**src/rtl/led_pkg.sv**
```systemverilog
// Shared LED definitions: LED count, colour/mode encodings and the per-LED entry.
// Used by led_pattern_gen and by the downstream LED multiplexer.
package led_pkg;

    localparam int NUM_LEDS = 12;
    localparam int IDX_W    = 4;
    localparam int PHASE_W  = 10;
    localparam int TIMER_W  = 8;

    typedef enum logic [1:0] {
        COL_OFF   = 2'b00,
        COL_A     = 2'b01,
        COL_B     = 2'b10,
        COL_BLEND = 2'b11
    } colour_e;

    typedef enum logic [1:0] {
        MODE_STEADY  = 2'b00,
        MODE_SLOW    = 2'b01,
        MODE_FAST    = 2'b10,
        MODE_ONESHOT = 2'b11
    } mode_e;

    typedef struct packed {
        colour_e colour;
        mode_e   mode;
    } led_entry_t;

    localparam led_entry_t ENTRY_IDLE = '{colour: COL_OFF, mode: MODE_STEADY};

    // Whether an LED is lit this cycle, independent of its colour.
    function automatic logic led_lit(input mode_e mode,
                                     input logic [PHASE_W-1:0] phase,
                                     input logic pulse_active);
        logic lit;
        case (mode)
            MODE_STEADY:  lit = 1'b1;
            MODE_SLOW:    lit = ~phase[9];
            MODE_FAST:    lit = ~phase[7];
            MODE_ONESHOT: lit = pulse_active;
            default:      lit = 1'b0;
        endcase
        return lit;
    endfunction

endpackage

```
**src/rtl/led_tick_gen.sv**
```systemverilog
// Prescaler producing a one-cycle tick every TICK_DIV clocks, plus a free-running
// 10-bit phase counter advanced by each tick.
module led_tick_gen
    import led_pkg::*;
#(
    parameter int TICK_DIV = 12000
) (
    input  logic               clk,
    input  logic               rst_n,
    output logic               tick,
    output logic [PHASE_W-1:0] phase
);

    localparam logic [15:0] PRESC_MAX = 16'(TICK_DIV - 1);

    logic [15:0]        presc_q, presc_d;
    logic [PHASE_W-1:0] phase_q, phase_d;

    always_comb begin
        tick    = (presc_q == PRESC_MAX);
        presc_d = tick ? 16'd0 : presc_q + 16'd1;
        phase_d = tick ? phase_q + 10'd1 : phase_q;
    end

    always_ff @(posedge clk or negedge rst_n) begin
        if (!rst_n) begin
            presc_q <= 16'd0;
            phase_q <= '0;
        end else begin
            presc_q <= presc_d;
            phase_q <= phase_d;
        end
    end

    assign phase = phase_q;

endmodule

```
**src/rtl/led_pattern_gen.sv**
```systemverilog
// Per-LED colour/mode table with blink and one-shot timing; drives registered
// colour-A and colour-B requests to the LED multiplexer.
module led_pattern_gen
    import led_pkg::*;
#(
    parameter int TICK_DIV    = 12000,
    parameter int PULSE_TICKS = 200
) (
    input  logic                clk,
    input  logic                rst_n,
    input  logic                clr,
    input  logic                wr_valid,
    output logic                wr_ready,
    input  logic [IDX_W-1:0]    wr_idx,
    input  logic [1:0]          wr_colour,
    input  logic [1:0]          wr_mode,
    output logic                wr_err,
    output logic [NUM_LEDS-1:0] led_yr,
    output logic [NUM_LEDS-1:0] led_bg
);

    localparam logic [TIMER_W-1:0] PULSE_LOAD = TIMER_W'(PULSE_TICKS);

    led_entry_t [NUM_LEDS-1:0]              entry_q, entry_d;
    logic       [NUM_LEDS-1:0][TIMER_W-1:0] timer_q, timer_d;
    logic       [NUM_LEDS-1:0]              led_yr_q, led_yr_d;
    logic       [NUM_LEDS-1:0]              led_bg_q, led_bg_d;
    logic                                   wr_err_q, wr_err_d;

    logic               tick;
    logic [PHASE_W-1:0] phase;
    logic [PHASE_W-1:0] phase_nxt;
    logic               wr_fire;
    logic               wr_in_range;

    led_tick_gen #(
        .TICK_DIV (TICK_DIV)
    ) u_tick_gen (
        .clk   (clk),
        .rst_n (rst_n),
        .tick  (tick),
        .phase (phase)
    );

    // Handshake: a write transfers on a rising edge where wr_valid and wr_ready
    // are both high; wr_ready is combinational and drops during reset and clr.
    assign wr_ready    = rst_n & ~clr;
    assign wr_fire     = wr_valid & wr_ready;
    assign wr_in_range = (wr_idx < IDX_W'(NUM_LEDS));

    always_comb begin
        entry_d   = entry_q;
        timer_d   = timer_q;
        led_yr_d  = '0;
        led_bg_d  = '0;
        wr_err_d  = wr_fire & ~wr_in_range;
        phase_nxt = tick ? phase + 10'd1 : phase;

        for (int i = 0; i < NUM_LEDS; i++) begin
            if (tick && (timer_q[i] != '0)) begin
                timer_d[i] = timer_q[i] - 8'd1;
                if (timer_q[i] == 8'd1) begin
                    entry_d[i] = ENTRY_IDLE;
                end
            end
            // Clear and writes are applied after expiry so they take priority.
            if (clr) begin
                entry_d[i] = ENTRY_IDLE;
                timer_d[i] = '0;
            end else if (wr_fire && (wr_idx == IDX_W'(i))) begin
                entry_d[i].colour = colour_e'(wr_colour);
                entry_d[i].mode   = mode_e'(wr_mode);
                timer_d[i]        = (mode_e'(wr_mode) == MODE_ONESHOT) ? PULSE_LOAD : '0;
            end
        end

        // Outputs are built from next-state so a write shows up right after its edge.
        for (int i = 0; i < NUM_LEDS; i++) begin
            led_yr_d[i] = led_lit(entry_d[i].mode, phase_nxt, timer_d[i] != '0)
                          & entry_d[i].colour[0];
            led_bg_d[i] = led_lit(entry_d[i].mode, phase_nxt, timer_d[i] != '0)
                          & entry_d[i].colour[1];
        end
    end

    always_ff @(posedge clk or negedge rst_n) begin
        if (!rst_n) begin
            entry_q  <= {NUM_LEDS{ENTRY_IDLE}};
            timer_q  <= '0;
            led_yr_q <= '0;
            led_bg_q <= '0;
            wr_err_q <= 1'b0;
        end else begin
            entry_q  <= entry_d;
            timer_q  <= timer_d;
            led_yr_q <= led_yr_d;
            led_bg_q <= led_bg_d;
            wr_err_q <= wr_err_d;
        end
    end

    assign led_yr = led_yr_q;
    assign led_bg = led_bg_q;
    assign wr_err = wr_err_q;

endmodule

```
**config.mk**
```make
export PLATFORM = sky130hd
export DESIGN_NAME = led_pattern_gen
export DESIGN_NICKNAME = d
export VERILOG_FILES = /design/src/rtl/led_pkg.sv /design/src/rtl/led_tick_gen.sv /design/src/rtl/led_pattern_gen.sv
export SDC_FILE = /design/constraint.sdc
export NUM_CORES = 1
export LEC_CHECK = 0
export BUFFER_PORTS_ARGS = -buffer_cell sky130_fd_sc_hd__buf_2
export CORE_MARGIN = 5
export CORE_UTILIZATION = 33
export CTS_CLUSTER_SIZE = 30
export DETAILED_ROUTE_END_ITERATION = 10
export GPL_TIMING_DRIVEN = 0
export HOLD_SLACK_MARGIN = 0.08
export SLEW_MARGIN = 15
export SYNTH_ARGS = -nofsm -noshare
export SYNTH_HDL_FRONTEND = slang
export SYNTH_HIERARCHICAL = 1
export SYNTH_SLANG_ARGS = --single-unit
```
**constraint.sdc**
```tcl
create_clock -name clk -period 8.15 [get_ports clk]
set_input_delay 0.815 -clock clk [delete_from_list [all_inputs] [get_ports clk]]
set_output_delay 0.815 -clock clk [all_outputs]
set_load 0.02 [all_outputs]
```
==> results of run 1 <==
-- per-layer routing --
metal,wire length (um),part of all wire [%],global-route usage (%),vias up
met4,760,2.3,5.55,0
met1,15000,45,23.7,4955
met2,15500,46,27.3,335
met5,0,0,0,-
met3,2180,6.5,3.73,60
li1,-,-,-,4690
-- worst max-delay path: cells and delay by family (launching register included) --
family,cells,cell delay (ps)
DFF,1,430
AOI/OAI and AO/OA,4,1490
and+or+nand+nor,3,970
buffers and inverters,5,1500
-- flip-flops by register name (all words and copies together), names as in the netlist --
name	flops
wr_err	1
led_yr	12
u_tick_gen/presc_q	16
u_tick_gen/phase	10
led_bg	12
entry_q	48
timer_q	96
-- stage by stage --
step                      instances  area, sq um  utilization (%)  total power (uW)
final                          1763        13000             37.5              1980
after CTS                      1761        13000             37.5              2010
after detailed placement       1729        12300             35.7              1100
after global routing           1762        13000             37.5              2060
after floorplan                1237        11500                -              1040
after global placement         1727        12300             35.5              1090
-- placed cells by master, fill, tap and decap left out, types with 7 or more instances in the layout --
cell       netlist  final
dfrtp_1        195    195
nor2_1         132    132
nand2_1         84     84
nand3_1         70     70
a21oi_1         69     69
inv_1           62     62
xnor2_1         55     55
buf_2           15     49
ha_1            38     38
nor3_1          35     35
nor4_1          31     31
nand4_1         28     28
a31oi_1         28     28
a211oi_1        23     23
clkbuf_16        0     17
clkbuf_1        16     16
xor2_1          16     16
nor3b_1         15     15
o21ai_0         15     15
o31ai_1         15     15
nor2b_1         13     13
or2_2           13     13
and2_1          13     13
or3_1           12     12
mux2i_1         11     11
nor4b_1         10     10
and3_1          10     10
or4_1           10     10
nand2b_1        10     10
o21a_1           9      9
a22oi_1          9      9
nand3b_1         8      8
o31a_1           8      8
or4_4            7      7
a2111oi_0        7      7
a311oi_1         7      7
o211ai_1         7      7
o2111ai_1        7      7
-- final cells by class --
type	instances	area share [%]
clock inverter	11	1.07
tap	455	4.39
buffer	44	1.69
multi-input combinational	936	47.8
sequential	195	37.6
antenna	2	0.0386
clock buffer	21	3.71
inverter	62	1.79
timing repair buffer	37	1.85
-- path summary, 6_finish.rpt --
kind	slack [ps]	endpoint	startpoint	cells past startpoint
setup / recovery	3570	led_bg[6]	u_tick_gen/presc_q[8]	12
hold / removal	380	timer_q[9]	rst_n	2
setup reg to reg	3570	led_bg[6]	u_tick_gen/presc_q[8]	12
hold reg to reg	480	u_tick_gen/presc_q[15]	u_tick_gen/presc_q[15]	1
max in group asynchronous	6830	timer_q[38]	rst_n	3
min in group clk	480	u_tick_gen/presc_q[15]	u_tick_gen/presc_q[15]	1
-- power groups by stage --
stage               clock network, uW  logic [uW]  registers (uW)
detailed placement                  0         106             991
floorplan                           0        48.1             992
CTS                               929         106             972
finish                            903         107             972
global placement                    0         102             991
global route                      968         117             973
-- cells by family after synthesis --
| logic type | share of synthesized area [%] |
|---|---|
| buf+inv | 3.92 |
| simple gates | 26.9 |
| compound gates | 16.1 |
| flops | 42.3 |
| mux | 1.25 |
| fa+ha+maj | 4.12 |
| xor+xnor | 5.39 |
==> qor.yml, run 1 <==
setup_path:
  slowest_stage: "or4_4"
  path_class: "flip-flop to flip-flop"
  required_ps: 8440
  cp.arrival_ps: 4870
  end_kind: "flip-flop"
  crit_chain: "or4_4, nor4_4, buf_6, buf_4, clkbuf_2, inv_1, clkbuf_1, a31oi_1, nor3_1, a311oi_1, o31ai_1, a21boi_0"
  critical_path.startpoint_type: "flip-flop"
  cp_max_fo: 14
  slowest_delay_ps: 560
power:
  switching_share_pct: 25.1
  switching_power_uw: 497
  p_int_uw: 1490
  powerDensity_nw_per_um2: 153
  leakage_uw: 0.00542
  power_frac_seq_pct: 49.0
  p_comb_share_pct: 5.4
  p_clk_share_pct: 45.6
  irDropWorstVdd_mv: 0.148
synth:
  synth_top_cell_area_share_pct: 42.3
  syn_inst: 1237
  yosys_register_bits: 195
  synthesis.nets: 1287
  yosys-top-cells-count: "195 x dfrtp_1, 132 x nor2_1, 84 x nand2_1, 70 x nand3_1, 69 x a21oi_1"
  synth_cell_types: 87
  yosys_warnings: 6
  async_flop_share_pct: 100
  synth_area_leaders: "dfrtp_1 42%, nor2_1 4.3%, xnor2_1 4.2%"
  yosysTopAreaCell: "dfrtp_1"
  synth_area_per_cell_sq_um: 9.32
  ys_seq_area_share_pct: 42.3
  synth_edf_count: 0
  yosysMostFrequentCell: "dfrtp_1"
  netlist_area_sq_um: 11500
  synth-main-ff-cell: "dfrtp_1"
timing:
  final_hold_viol_count: 0
  period_share_pct: 56.2
  fin_worst_skew_ps: 11.9
  setup_violations: 0
  tns_ps: 0
  rsz0062_at_grt: "false"
  drv_slew: 0
  layout_setup_ws_ps: 3570
  fin_crit_ps: 4580
  worst_pin_slew_ps: 1120
  holdWs_ps: 382
  fmax_mhz: 218
  slew-limit-headroom_pct: 24.9
placed_design:
  hpwl_um: 23400
  dp_worst_setup_slack_ps: 3700
  gp_congestion: 0.915
  port_buffers: 35
routing:
  avgViaCountPerCell: 5.69
  first_pass_iters: 5
  wl_um: 33500
  first_iter_violations: 787
  drtAntennaViolNets: 0
  drc: 0
  vias: 10000
  wl_per_cell_um: 19.0
clocking:
  cts_setup_buffers: 0
  htreeDepth: 4
  clock-sinks: 195
  clock_latency_ps: 450
  worst_setup_hold_path_clk_slew_ps: 80
  hold_buffers: 0
  clockBufferDepth: 2
  cts_tree: "yes"
  cts_resized: 0
  numCtsBuffers: 17
  clockRootBuffer: "clkbuf_16"
die:
  initial_utilization_pct: 33.4
  ios: 38
  design.die.area_sq_um: 38800
  rows: 68
  die_w_um: 197
  dieHeight_um: 197
  core_sq_um: 34500
flow_run:
  cap_violations: 0
global_routing:
  grt_pass1_wl_um: 53800
  grt_use_total_pct: 17.3
  grt_max_degree: 103
  antenna_found_initial: 2
  grt_pass1_vias: 9761
  overflow: 0
layout:
  regArea_sq_um: 4880
  fill_cells: 3539
  area_growth_pct: 12.4
  multiInputGateArea_sq_um: 6200
  drive_gt1_share_pct: 11.6
  nNetsFinal: 1343
run_status:
  status: "completed"
min_path:
  hold_class: "input port to asynchronous set/reset pin"
(Power assumes the default switching activity.)
==> run 2, diff against run 1 <==
==> constraint.sdc (replaced) <==
create_clock -name clk -period 4.46 [get_ports clk]
set_input_delay 0.446 -clock clk [delete_from_list [all_inputs] [get_ports clk]]
set_output_delay 0.446 -clock clk [all_outputs]
set_load 0.02 [all_outputs]
==> run 2 against run 1 <==
Count of clock-buffer cells in the layout unchanged. Maximum frequency up 7.9%. Largest power group unchanged. Highest routed layer unchanged. Clock skew up 3.9 ps. Clock power up 83%. Worst setup slack worse by 3400 ps. Largest cell class unchanged. First-iteration DRC count up 0.64%. Sequential share of layout area down 0.069 points. Hold slack worse by 69 ps. Design area up 0.18%. Register-to-register slack worse by 3400 ps. Global-route usage about the same.
==> qor.yml, run 2 (synthesis gave the netlist of run 1 again) <==
setup_path:
  r2r_slack_ps: 210  # was 3570 ps
  cp_max_fo: 14  # unchanged
  required_ps: 4750  # was 8440 ps
  cp.arrival_ps: 4540  # was 4870 ps
  endpoint: "led_yr[6]"  # was led_bg[6]
  crit_start: "u_tick_gen/presc_q[8]"  # unchanged
  rr_endpoint: "led_yr[6]"  # was led_bg[6]
  r2r_cells: 12  # unchanged
  reg2reg_from: "u_tick_gen/presc_q[8]"  # unchanged
  end_kind: "flip-flop"  # unchanged
  path_class: "flip-flop to flip-flop"  # unchanged
  critical_path.startpoint_type: "flip-flop"  # unchanged
timing:
  period_share_pct: 95.2  # was 56.2%
  fmax_mhz: 235  # was 218 MHz
  setup_violations: 0  # unchanged
  fin_crit_ps: 4250  # was 4580 ps
  drv_slew: 0  # unchanged
  worst_pin_slew_ps: 1170  # was 1120 ps
  rsz0062_at_grt: "false"  # unchanged
  final_hold_viol_count: 0  # unchanged
  fin_worst_skew_ps: 15.8  # was 11.9 ps
  slew-limit-headroom_pct: 21.7  # was 24.9%
  tns_ps: 0  # unchanged
layout:
  area_growth_pct: 12.6  # was 12.4%
  final_cell_mix: "195 x dfrtp_1, 132 x nor2_1, 84 x nand2_1"  # unchanged
  mostFrequentLayoutCell: "dfrtp_1"  # unchanged
  top_regs: "timer_q: 96 flops, entry_q: 48 flops, u_tick_gen/presc_q: 16 flops"  # unchanged
  fill_cells: 3536  # was 3539
  nNetsFinal: 1344  # was 1343
  drive_gt1_share_pct: 11.9  # was 11.6%
  largest_reg_flops: 96  # unchanged
  largest-register: "timer_q"  # unchanged
  regArea_sq_um: 4880  # unchanged
  multiInputGateArea_sq_um: 6210  # was 6200 sq um
die:
  ios: 38  # unchanged
  core_sq_um: 34500  # unchanged
  dieHeight_um: 197  # unchanged
  rows: 68  # unchanged
  initial_utilization_pct: 33.4  # unchanged
  design.die.area_sq_um: 38800  # unchanged
  die_w_um: 197  # unchanged
clocking:
  cts_tree: "yes"  # unchanged
  clock_latency_ps: 450  # about the same
  numCtsBuffers: 17  # unchanged
  clock-sinks: 195  # unchanged
  clockRootBuffer: "clkbuf_16"  # unchanged
  cts_setup_buffers: 0  # unchanged
  worst_setup_hold_path_clk_slew_ps: 80  # about the same
  clockBufferDepth: 2  # unchanged
  htreeDepth: 4  # unchanged
global_routing:
  grt_max_degree: 103  # unchanged
  grt_pass1_vias: 9771  # was 9761
  overflow: 0  # unchanged
  antenna_found_initial: 2  # unchanged
  grt_use_total_pct: 17.3  # about the same
  grt_pass1_wl_um: 53900  # was 53800 um
placed_design:
  gp_congestion: 0.915  # unchanged
  port_buffers: 35  # unchanged
  hpwl_um: 23400  # unchanged
routing:
  drtAntennaViolNets: 0  # unchanged
  first_iter_violations: 792  # was 787
  first_pass_iters: 6  # was 5
  avgViaCountPerCell: 5.67  # was 5.69
  vias: 10000  # about the same
  wl_per_cell_um: 19.0  # about the same
  wl_um: 33500  # about the same
  drc: 0  # unchanged
power:
  leakage_uw: 0.00543  # was 0.00542 uW
  powerDensity_nw_per_um2: 279  # was 153 nW/um^2
  fin_total_pwr_uw: 3630  # was 1980 uW
  irDropWorstVdd_mv: 0.272  # was 0.148 mV
flow_run:
  cap_violations: 0  # unchanged
run_status:
  status: "completed"  # unchanged
min_path:
  hold_class: "input port to flip-flop"  # was input port to asynchronous set/reset pin
==> run 2: how the worst min path moves through the flow <==
stage                                       from                endpoint  cells after the start  slack (ps)
final                               wr_colour[1]             entry_q[23]                      3         310
after global placement    u_tick_gen/presc_q[15]  u_tick_gen/presc_q[15]                      1         470
after floorplan                            rst_n              entry_q[0]                      0         150
after CTS                              wr_idx[3]                  wr_err                      3         290
after global routing                    wr_valid                  wr_err                      3         320
after detailed placement  u_tick_gen/presc_q[15]  u_tick_gen/presc_q[15]                      1         470
==> run 2: metrics by stage <==
| stage | area, sq um | hold WS, ps | util (%) | worst slack [ps] | cells |
|---|---|---|---|---|---|
| 4_1_cts | 13000 | 290 | 37.6 | 24.4 | 1762 |
| 5_1_grt | 13000 | 324 | 37.6 | 3.75 | 1763 |
| 3_5_place_dp | 12300 | 468 | 35.7 | 11.6 | 1729 |
| 3_3_place_gp | 12300 | 468 | 35.5 | -2470 | 1727 |
| 6_report | 13000 | 314 | 37.6 | 212 | 1764 |
| 2_1_floorplan | 11500 | 150 | - | 1090 | 1237 |
==> run 2: where the power goes <==
| group | internal, uW | switching (uW) | leakage (uW) |
|---|---|---|---|
| Clock | 901 | 753 | 0.000306 |
| Sequential | 1770 | 4.38 | 0.00271 |
| Combinational | 40.7 | 156 | 0.00241 |
==> run 2: cell type report <==
| class | instances | share of cell area, % |
|---|---|---|
| Multi-Input combinational cell | 936 | 47.8 |
| Buffer | 44 | 1.70 |
| Antenna cell | 2 | 0.0385 |
| Tap cell | 455 | 4.38 |
| Clock buffer | 21 | 3.70 |
| Inverter | 62 | 1.79 |
| Sequential cell | 195 | 37.6 |
| Clock inverter | 11 | 1.07 |
| Timing Repair Buffer | 38 | 1.93 |
==> run 2: per-layer routing <==
metal | vias to the layer above | track usage [%] | share of wire, %
met5 | - | 0 | 0
met4 | 0 | 5.55 | 2.4
met3 | 58 | 3.73 | 6.3
met2 | 321 | 27.3 | 46
met1 | 4919 | 23.7 | 45
li1 | 4708 | - | -
==> run 2: repair_timing <==
action                                 in CTS  in global routing
endpoints found under the hold margin      95                  0
setup endpoints to repair                   2                 16
hold buffers                                1                  0
gates resized for setup                     1                  7
gates cloned                                0                  0
==> run 2: critical path, cell delays in order, from the launching register on <==
cell      delay [ps]
dfrtp_1          420
or4_4            560
nor4_4           320
buf_6            190
buf_4            230
clkbuf_2         400
inv_1            210
clkbuf_2         380
a31oi_2          390
nor3_1            80
a311oi_1         320
o31ai_1          140
a21boi_0         440
==> run 3, diff against run 2 <==
--- a/config.mk
+++ b/config.mk
@@ -5,13 +5,18 @@
 export SDC_FILE = /design/constraint.sdc
 export NUM_CORES = 1
 export LEC_CHECK = 0
+export ABC_CLOCK_PERIOD_IN_PS = 4460
 export BUFFER_PORTS_ARGS = -buffer_cell sky130_fd_sc_hd__buf_2
+export CELL_PAD_IN_SITES_DETAIL_PLACEMENT = 1
+export CELL_PAD_IN_SITES_GLOBAL_PLACEMENT = 1
 export CORE_MARGIN = 5
 export CORE_UTILIZATION = 33
+export CTS_BUF_LIST = sky130_fd_sc_hd__clkbuf_8
 export CTS_CLUSTER_SIZE = 30
 export DETAILED_ROUTE_END_ITERATION = 10
 export GPL_TIMING_DRIVEN = 0
 export HOLD_SLACK_MARGIN = 0.08
+export PLACE_DENSITY_LB_ADDON = 0.1
 export SLEW_MARGIN = 15
 export SYNTH_ARGS = -nofsm -noshare
 export SYNTH_HDL_FRONTEND = slang
==> run 3 against run 2 <==
Core utilization is 0.68 points lower. Cell count is 0.17% lower. Hold slack worse by 82 ps. Worst setup slack better by 94 ps. Maximum frequency is 2.3% higher. Flip-flop and latch count stayed put. Wire length is 11% higher. Total power is 14% lower. Register-to-register slack better by 90 ps. Critical path type unchanged.
==> qor.yml, run 3 (synthesis gave the netlist of run 1 again) <==
setup_path:
  r2r_slack_ps: 310  # was 210 ps
  rr_endpoint: "led_bg[9]"  # was led_yr[6]
  r2r_cells: 11  # was 12
  path_class: "flip-flop to flip-flop"  # unchanged
  critical_path.startpoint_type: "flip-flop"  # unchanged
  cp_top_family: "simple AND/OR/NAND/NOR gates"  # was buffers and inverters
  end_kind: "flip-flop"  # unchanged
  slowest_delay_ps: 600  # was 560 ps
  reg2reg_from: "u_tick_gen/presc_q[8]"  # unchanged
  slowest_stage: "or4_4"  # unchanged
  required_ps: 4840  # was 4750 ps
  worst-path-buf-inv: 3  # was 5
  crit_chain: "or4_4, nor4_4, buf_6, buf_4, buf_4, nand4_1, or4_4, nand2_1, nand2_1, o31ai_1, nor4_2"  # was or4_4, nor4_4, buf_6, buf_4, clkbuf_2, inv_1, clkbuf_2, a31oi_2, nor3_1, a311oi_1, o31ai_1, a21boi_0
  cp_max_fo: 14  # unchanged
  cp.arrival_ps: 4530  # was 4540 ps
clocking:
  clock-sinks: 195  # unchanged
  clockBufferDepth: 2  # unchanged
  numCtsBuffers: 17  # unchanged
  worst_setup_hold_path_clk_slew_ps: 110  # was 80 ps
  clock_latency_ps: 510  # was 450 ps
  clockRootBuffer: "clkbuf_8"  # was clkbuf_16
  cts_setup_buffers: 0  # unchanged
  cts_tree: "yes"  # unchanged
  htreeDepth: 4  # unchanged
layout:
  insertedDiodeCount: 0  # was 2
  drive_gt1_share_pct: 12.0  # was 11.9%
  nNetsFinal: 1344  # unchanged
  largest-register: "timer_q"  # unchanged
  final_cell_mix: "195 x dfrtp_1, 132 x nor2_1, 84 x nand2_1"  # unchanged
  largest_reg_flops: 96  # unchanged
  stdcell_area_sq_um: 12800  # was 13000 sq um
  top_regs: "timer_q: 96 flops, entry_q: 48 flops, u_tick_gen/presc_q: 16 flops"  # unchanged
  area_growth_pct: 10.6  # was 12.6%
  mostFrequentLayoutCell: "dfrtp_1"  # unchanged
min_path:
  whs_path_depth: 3  # unchanged
  hp-start: "wr_idx[3]"  # was wr_colour[1]
  hold_class: "input port to flip-flop"  # unchanged
  min_to: "wr_err"  # was entry_q[23]
routing:
  drc: 0  # unchanged
  vias: 9859  # was 10.0k
  first_pass_iters: 4  # was 6
  avgViaCountPerCell: 5.60  # was 5.67
  wl_um: 37100  # was 33500 um
  wl_per_cell_um: 21.0  # was 19.0 um
  first_iter_violations: 585  # was 792
  drtAntennaViolNets: 0  # unchanged
global_routing:
  antenna_found_initial: 0  # was 2
  grt_max_degree: 98  # was 103
  overflow: 0  # unchanged
  grt_pass1_vias: 10100  # was 9771
  grt_pass1_wl_um: 59100  # was 53900 um
  grt_use_total_pct: 19.3  # was 17.3%
run_status:
  status: "completed"  # unchanged
timing:
  worst_pin_slew_ps: 1050  # was 1170 ps
  fmax_mhz: 241  # was 235 MHz
  setup_violations: 0  # unchanged
  fin_crit_ps: 4150  # was 4250 ps
  rsz0062_at_grt: "false"  # unchanged
  final_hold_viol_count: 0  # unchanged
  fin_worst_skew_ps: 11.4  # was 15.8 ps
  drv_slew: 0  # unchanged
  period_share_pct: 93.1  # was 95.2%
  slew-limit-headroom_pct: 29.3  # was 21.7%
  holdWs_ps: 231  # was 314 ps
die:
  core_sq_um: 34500  # unchanged
  ios: 38  # unchanged
  design.die.area_sq_um: 38800  # unchanged
  dieHeight_um: 197  # unchanged
  rows: 68  # unchanged
  die_w_um: 197  # unchanged
  initial_utilization_pct: 33.4  # unchanged
power:
  powerDensity_nw_per_um2: 245  # was 279 nW/um^2
  leakage_uw: 0.00530  # was 0.00543 uW
  irDropWorstVdd_mv: 0.186  # was 0.272 mV
  power_frac_seq_pct: 56.9  # was 49.0%
  p_int_uw: 2250  # was 2710 uW
  p_comb_share_pct: 6.5  # was 5.4%
  p_clk_share_pct: 36.6  # was 45.6%
  switching_power_uw: 875  # was 913 uW
  switching_share_pct: 28.0  # was 25.2%
  fin_total_pwr_uw: 3120  # was 3630 uW
placed_design:
  port_buffers: 35  # unchanged
  hpwl_um: 26800  # was 23400 um
  place_area_sq_um: 12300  # unchanged
  gp_congestion: 0.819  # was 0.915
flow_run:
  cap_violations: 0  # unchanged
## run 3: changes by cell type in the layout (fill, tap and decap cells not counted), sizes merged
cell / delta
clkinv: -1
clkinvlp: +5
buf: -1
bufinv: -1
clkbuf: -3
diode: -2
## run 3: worst max path at each step
stage | from | end | slack [ps] | cells past startpoint
6_report | u_tick_gen/presc_q[8] | led_bg[9] | 310 | 11
5_1_grt | u_tick_gen/presc_q[0] | led_yr[4] | 80 | 14
4_1_cts | u_tick_gen/presc_q[8] | led_yr[2] | 70 | 11
3_5_place_dp | u_tick_gen/presc_q[8] | led_bg[9] | -110 | 12
3_3_place_gp | rst_n | led_yr[0] | -2860 | 7
2_1_floorplan | u_tick_gen/presc_q[8] | led_bg[10] | 1090 | 12
## run 3: cell type report
type,count,area [sq um]
clock buffer,17,234
sequential,195,4880
fill,4054,21800
clock inverter,14,116
timing repair buffer,38,250
multi-input combinational,936,6250
buffer,44,226
tap,455,569
inverter,62,233
## run 3: timing repair
action	CTS	global route
hold buffers	1	0
endpoints found under the setup margin	8	16
resized for setup	6	7
endpoints found under the hold margin	59	0
## run 3: layer usage
metal  GRT usage, %  share of wire [%]  vias up
met1           27.4                 49     5011
li1               -                  -     4697
met3           3.21                3.4       19
met2           31.3                 47      132
met5              0                  0        -
met4           3.78               0.80        0
## run 3: worst reg2reg max path, delay by kind of cell (launching register included)
| family | cells | cell delay, ps |
|---|---|---|
| and+or+nand+nor | 7 | 2420 |
| AOI/OAI and AO/OA | 1 | 450 |
| DFF | 1 | 430 |
| buffers and inverters | 3 | 730 |
## run 3: power groups by stage
stage | clock network [uW] | registers, uW | logic, uW
floorplan | 0 | 1810 | 87.8
global placement | 0 | 1810 | 198
detailed placement | 0 | 1810 | 205
CTS | 1200 | 1780 | 206
global route | 1260 | 1780 | 224
finish | 1140 | 1780 | 203
## run 3: metrics by stage
| stage | utilization, % | setup TNS (ps) | setup slack (ps) | std cells |
|---|---|---|---|---|
| final | 36.9 | 0 | 307 | 1761 |
| after global routing | 36.9 | 0 | 84.3 | 1761 |
| after CTS | 36.9 | 0 | 66.6 | 1761 |
| after detailed placement | 35.7 | -457 | -114 | 1729 |
| after global placement | 35.5 | -435580 | -2860 | 1727 |
| after floorplan | - | 0 | 1090 | 1237 |
